[config.mk]
export PLATFORM = sky130hd
export DESIGN_NAME = qarma128_key_unspec_flat
export DESIGN_NICKNAME = d
export VERILOG_FILES = /design/src/rtl/qarma128_key_unspec_if.sv /design/src/rtl/qarma128_key_unspec.sv /design/src/flat_wrapper.sv
export SDC_FILE = /design/constraint.sdc
export NUM_CORES = 1
export LEC_CHECK = 0
export ABC_AREA = 1
export CORE_MARGIN = 2
export CORE_UTILIZATION = 25
export CTS_CLUSTER_SIZE = 28
export DETAILED_ROUTE_END_ITERATION = 10
export GPL_TIMING_DRIVEN = 0
export MAX_ROUTING_LAYER = met4
export PLACE_DENSITY = 0.51
export SLEW_MARGIN = 20
export SYNTH_ARGS = -nofsm -noshare
export SYNTH_HDL_FRONTEND = slang
export SYNTH_SLANG_ARGS = --single-unit
[constraint.sdc]
create_clock -name clk -period 1.6 [get_ports clk]
set_input_delay 0.16 -clock clk [delete_from_list [all_inputs] [get_ports clk]]
set_output_delay 0.16 -clock clk [all_outputs]
set_load 0.03 [all_outputs]
[src/rtl/qarma128_key_unspec_if.sv]
// qarma128_key_unspec_if: key-bus handshake between a specialised-key source and the unspecialisation block
interface qarma128_key_unspec_if;
   logic         in_valid;
   logic         in_ready;
   logic         in_enc;
   logic [127:0] in_w0;
   logic [127:0] in_w1;
   logic [127:0] in_k0;
   logic [127:0] in_k1;
   logic         out_valid;
   logic         out_ready;
   logic [255:0] out_key;
   logic         out_enc;
   logic         out_err;
   modport master (
      output in_valid, in_enc, in_w0, in_w1, in_k0, in_k1, out_ready,
      input  in_ready, out_valid, out_key, out_enc, out_err
   );
   modport slave (
      input  in_valid, in_enc, in_w0, in_w1, in_k0, in_k1, out_ready,
      output in_ready, out_valid, out_key, out_enc, out_err
   );
endinterface

[src/rtl/qarma128_key_unspec.sv]
// qarma128_key_unspec: rebuilds the QARMA-128 master key {w,k} from a specialised set; QARMA_KEY_UNSPEC_CHECK_EN adds a consistency check
`ifdef QARMA_KEY_UNSPEC_CHECK_EN
// QARMA-128 MixColumns: circ(0, rho^1, rho^4, rho^5) over 8-bit cells, cell 0 in the top byte, row-major 4x4
module qarma128_mix_columns (
   input  logic [127:0] d,
   output logic [127:0] q
);
   function automatic logic [7:0] rl(input logic [7:0] x, input int n);
      return (x << n) | (x >> (8 - n));
   endfunction
   for (genvar r = 0; r < 4; r++) begin : g_row
      for (genvar c = 0; c < 4; c++) begin : g_col
         assign q[127-8*(4*r+c) -: 8] = rl(d[127-8*(4*((r+1)%4)+c) -: 8], 1)
                                      ^ rl(d[127-8*(4*((r+2)%4)+c) -: 8], 4)
                                      ^ rl(d[127-8*(4*((r+3)%4)+c) -: 8], 5);
      end
   end
endmodule
`endif

module qarma128_key_unspec #(
   parameter int             N     = 128,
   parameter logic [N-1:0]   ALPHA = 128'h243F6A8885A308D313198A2E03707344
) (
   input logic                  clk,
   input logic                  rst,
   qarma128_key_unspec_if.slave bus
);
   typedef enum logic [1:0] {IDLE, RECOV, CHECK, DONE} state_t;
   state_t         state_q, state_d;
   logic           enc_q, enc_d;
   logic [N-1:0]   w0_q, w0_d, w1_q, w1_d, k0_q, k0_d;
   logic [2*N-1:0] out_key_q, out_key_d;
   logic           out_enc_q, out_enc_d;
`ifdef QARMA_KEY_UNSPEC_CHECK_EN
   logic [N-1:0]   k1_q, k1_d, mc_k;
   logic           out_err_q, out_err_d;
   function automatic logic [N-1:0] ortho(input logic [N-1:0] t);
      return {t[0], t[N-1:2], t[1] ^ t[N-1]};
   endfunction
   qarma128_mix_columns u_mc (.d(out_key_q[N-1:0]), .q(mc_k));
   assign bus.out_err = out_err_q;
`else
   logic k1_unused;
   assign k1_unused   = ^bus.in_k1;
   assign bus.out_err = 1'b0;
`endif
   assign bus.in_ready  = state_q == IDLE;
   assign bus.out_valid = state_q == DONE;
   assign bus.out_key   = out_key_q;
   assign bus.out_enc   = out_enc_q;
   // next-state and datapath: capture in IDLE, recover in RECOV, compare in CHECK, hold in DONE
   always_comb begin
      state_d   = state_q;
      enc_d     = enc_q;
      w0_d      = w0_q;
      w1_d      = w1_q;
      k0_d      = k0_q;
      out_key_d = out_key_q;
      out_enc_d = out_enc_q;
`ifdef QARMA_KEY_UNSPEC_CHECK_EN
      k1_d      = k1_q;
      out_err_d = out_err_q;
`endif
      case (state_q)
         IDLE: if (bus.in_valid) begin
            enc_d   = bus.in_enc;
            w0_d    = bus.in_w0;
            w1_d    = bus.in_w1;
            k0_d    = bus.in_k0;
`ifdef QARMA_KEY_UNSPEC_CHECK_EN
            k1_d    = bus.in_k1;
`endif
            state_d = RECOV;
         end
         RECOV: begin
            out_key_d = enc_q ? {w0_q, k0_q} : {w1_q, k0_q ^ ALPHA};
            out_enc_d = enc_q;
`ifdef QARMA_KEY_UNSPEC_CHECK_EN
            out_err_d = 1'b0;
            state_d   = CHECK;
`else
            state_d   = DONE;
`endif
         end
`ifdef QARMA_KEY_UNSPEC_CHECK_EN
         CHECK: begin
            out_err_d = enc_q ? (w1_q != ortho(w0_q)) || (k1_q != k0_q)
                              : (w0_q != ortho(w1_q)) || (k1_q != mc_k);
            state_d   = DONE;
         end
`endif
         DONE: state_d = bus.out_ready ? IDLE : DONE;
         default: state_d = IDLE;
      endcase
   end
   // state and output registers, cleared by synchronous reset
   always_ff @(posedge clk) begin
      if (rst) begin
         state_q   <= IDLE;
         enc_q     <= 1'b0;
         w0_q      <= '0;
         w1_q      <= '0;
         k0_q      <= '0;
         out_key_q <= '0;
         out_enc_q <= 1'b0;
`ifdef QARMA_KEY_UNSPEC_CHECK_EN
         k1_q      <= '0;
         out_err_q <= 1'b0;
`endif
      end else begin
         state_q   <= state_d;
         enc_q     <= enc_d;
         w0_q      <= w0_d;
         w1_q      <= w1_d;
         k0_q      <= k0_d;
         out_key_q <= out_key_d;
         out_enc_q <= out_enc_d;
`ifdef QARMA_KEY_UNSPEC_CHECK_EN
         k1_q      <= k1_d;
         out_err_q <= out_err_d;
`endif
      end
   end
endmodule

[src/flat_wrapper.sv]
// flat-port wrapper written by rule: the top's interface ports become plain ports
module qarma128_key_unspec_flat 
#(
   parameter int             N     = 128,
   parameter logic [N-1:0]   ALPHA = 128'h243F6A8885A308D313198A2E03707344
)
  (clk, rst, bus_in_valid, bus_in_enc, bus_in_w0, bus_in_w1, bus_in_k0, bus_in_k1, bus_out_ready, bus_in_ready, bus_out_valid, bus_out_key, bus_out_enc, bus_out_err);
  qarma128_key_unspec_if bus_i ();
  input logic clk;
  input logic rst;
  input wire logic [$bits(bus_i.in_valid)-1:0] bus_in_valid;
  input wire logic [$bits(bus_i.in_enc)-1:0] bus_in_enc;
  input wire logic [$bits(bus_i.in_w0)-1:0] bus_in_w0;
  input wire logic [$bits(bus_i.in_w1)-1:0] bus_in_w1;
  input wire logic [$bits(bus_i.in_k0)-1:0] bus_in_k0;
  input wire logic [$bits(bus_i.in_k1)-1:0] bus_in_k1;
  input wire logic [$bits(bus_i.out_ready)-1:0] bus_out_ready;
  output wire logic [$bits(bus_i.in_ready)-1:0] bus_in_ready;
  output wire logic [$bits(bus_i.out_valid)-1:0] bus_out_valid;
  output wire logic [$bits(bus_i.out_key)-1:0] bus_out_key;
  output wire logic [$bits(bus_i.out_enc)-1:0] bus_out_enc;
  output wire logic [$bits(bus_i.out_err)-1:0] bus_out_err;
  assign bus_i.in_valid = bus_in_valid;
  assign bus_i.in_enc = bus_in_enc;
  assign bus_i.in_w0 = bus_in_w0;
  assign bus_i.in_w1 = bus_in_w1;
  assign bus_i.in_k0 = bus_in_k0;
  assign bus_i.in_k1 = bus_in_k1;
  assign bus_i.out_ready = bus_out_ready;
  assign bus_in_ready = bus_i.in_ready;
  assign bus_out_valid = bus_i.out_valid;
  assign bus_out_key = bus_i.out_key;
  assign bus_out_enc = bus_i.out_enc;
  assign bus_out_err = bus_i.out_err;
  qarma128_key_unspec #(.N(N), .ALPHA(ALPHA)) u_core (.clk(clk), .rst(rst), .bus(bus_i));
endmodule
==> metrics.md <==
| Metric | Value |
|---|---|
| Status | finished, violations left |
| Failing checks | negative setup slack |
| Xor/xnor share of the synthesized area | 0% |
| CP Max Fanout | 5 |
| Final net count | 6023 |
| P&R area growth vs syn | 40.2% |
| Overall power | 52500 uW |
| Pwr Density | 1260 nW/um2 |
| GRT Util Overall | 20.4% |
| Switch share | 33.3% |
| Post-synthesis compound-gate area fraction | 7.80% |
| Setup CP Type | flop to output port |
| Max-slew headroom | 31.2% |
| Mapped Cells | 4773 |
| Clock H-tree levels | 3 |
| Die width | 348 um |
| Arrival time worst endpoint | 1.53 ns |
| Clk_skew | 0.0272 ns |
| Vias per cell | 4.24 |
| Fmax | 592 MHz |
| Most frequent cells in the layout | nand2_1, nor2_1, inv_1 |
| Drt total wl | 123000 um |
| Rows | 126 |
| Total grt overflow | 0 |
| Core Box Area | 118000 um2 |
| Part of the power in registers | 36.6% |
| Most common cell after layout, fill and taps aside | nand2_1 |
| DRT iter0 DRCs | 1764 |
| CP Capture Type | output port |
| # DRC | 0 |
| CTS Buf Count | 81 |
| Routed len/inst | 17.3 um |
| Synth Area in Simple Gates | 34.3% |
| Skew-Pair Late Insertion Delay | 0.66 ns |
| Multiplexer share of the synthesized area | 0% |
| Clk sinks | 644 |
| Setup violations, final | 12 |
| Clock network fraction of total power | 37.4% |
| Avg Cell Area, Syn | 6.21 um2 |
| GPL Wtd Cong | 0.900 |
| Pleak | 0.0209 uW |
| Layout cells sized above 1 | 9.03% |
| Final period utilization | 105% |
| Root Buffer | clkbuf_16 |
| Worst Hold Class | primary input to flop |
| Via Count | 30254 |
| CTS Hold Bufs | 0 |
| Vias in the first global route | 28698 |
| Port Buffers | 646 |
| Register area share after synthesis | 43.5% |
| Maximum clock insertion buffer count | 3 |
| CTS tree | yes |
| Largest family of logic cells by synthesized area | simple AND/OR/NAND/NOR gates |
| Switching pwr | 17500 uW |
| Max-cap violations | 0 |
| Crit path cell chain | nor2_4 -> buf_12 -> buf_8 |
| Synthesized cell area | 29600 um2 |
| Routed Antenna Nets | 0 |
| Actual slew at the worst max-slew pin | 1.03 ns |
| Final Hold Viols | 0 |
| Synth Area in Adders | 0% |
| Drt first pass iters | 5 |
| FF+latch count, synth | 644 |
| Post-synth net total | 5290 |
| Initial Util | 25.2% |
| Die area | 121000 um2 |
| Crit start category | flop |
| Largest net degree at the start of global routing | 19 |
| Comb pwr share | 26.0% |
| Slack of the critical path | -0.0880 ns |
| Slowest cell delay on critical path | 0.36 ns |
| CP required | 1.44 ns |
| Die span in y | 348 um |
| Crit-path slowest cell | dfxtp_4 |
| Antenna violations before repair | 32 |
| Final min period | 1.69 ns |
| Setup_tns | -0.217 ns |
| Unrepaired setup endpoints after global routing | yes |
| P_int | 35000 uW |
| Worst-path clk slew | 0.06 ns |
| Final Util | 35.3% |
| Max-slew violations | 0 |
| Ys Warns | 0 |
| First-pass GRT wire length | 180000 um |
| Max VDD drop | 752 uV |
| Yosys cell types | 15 |
| IO Pins | 777 |
| Hold_ws | 0.136 ns |
| Post-detail-place hpwl | 96300 um |
sequential cells by signal, indices dropped and copies added (netlist names):
name	flops
u_core.bus.out_enc	1
u_core.bus.out_key	256
u_core.enc_q	1
u_core.k0_q	128
u_core.state_q	2
u_core.w0_q	128
u_core.w1_q	128
repair_timing:
item,CTS,global route
gates cloned,1,0
pin swaps,2,0
endpoints found under the setup margin,902,534
buffers inserted,7,0
endpoints found under the hold margin,0,0
gates resized for setup,758,180
metal layers:
metal	track usage, %	routed length, um	vias up
met5	-	0	-
met1	25.2	54700	13532
met4	4.93	2630	0
li1	-	-	15772
met2	33.1	57300	812
met3	5.16	8880	138
logic make-up (layout without fill, tap and decap cells):
family                 count (synthesis)  in the layout
other                                  1             29
buffers and inverters               1089           1884
AND/OR/NAND/NOR                     2577           2577
AO/OA/AOI/OAI                        462            462
flip-flops                           644            644
power groups by stage:
stage	registers [uW]	clock network [uW]	logic, uW
after floorplan	20900	0	6420
after global placement	19500	0	13500
after detailed placement	19500	0	13600
after CTS	19200	20100	13600
after global routing	19400	20700	15100
final	19200	19700	13600
path summary, 6_finish.rpt:
path,startpoint,to,slack [ns],cells after the start
setup reg to reg,u_core.state_q[0]$_SDFFE_PP0P_,u_core.w1_q[106]$_SDFFE_PP0P_,-0.03,7
setup / recovery,u_core.state_q[0]$_SDFFE_PP0P_,bus_in_ready,-0.09,3
hold reg to reg,u_core.k0_q[78]$_SDFFE_PP0P_,u_core.k0_q[78]$_SDFFE_PP0P_,0.47,2
hold / removal,bus_out_ready,u_core.state_q[1]$_SDFFE_PP0P_,0.14,4
stage by stage:
step	std cells	instance area, um2	setup WS, ns
after floorplan	4773	29600	0.309
after global placement	6955	38000	-1.61
after detailed placement	6955	38000	-1.08
after CTS	7106	41300	-0.0987
after global routing	7128	41500	-0.131
final	7132	41600	-0.0880
layout make-up:
type,instances,area (um2)
plain buffers,335,1900
diodes,28,70.1
repair buffers,653,6570
clock buffers,118,2400
fillers,12914,76200
multi-input cells,3040,12500
flip-flops and latches,644,12900
clock inverters,27,463
inverters,751,2820
well taps,1536,1920
synth_stat cells (all sizes together):
master	number	area share [%]
conb	1	0.013
inv	750	9.5
nand3	387	6.5
clkinv	1	0.013
nand2	1289	16
nor2	901	11
dfxtp	644	43
o21ai	77	1.3
buf	150	2.5
clkbuf	188	2.4
a21oi	385	6.5
critical path, delay by kind of cell, from the launching register on:
kind | cells | cell delay, ns
flip-flops | 1 | 0.36
buffers and inverters | 2 | 0.28
AND/OR/NAND/NOR | 1 | 0.22
No activity file was read; power rests on OpenSTA's default activity.
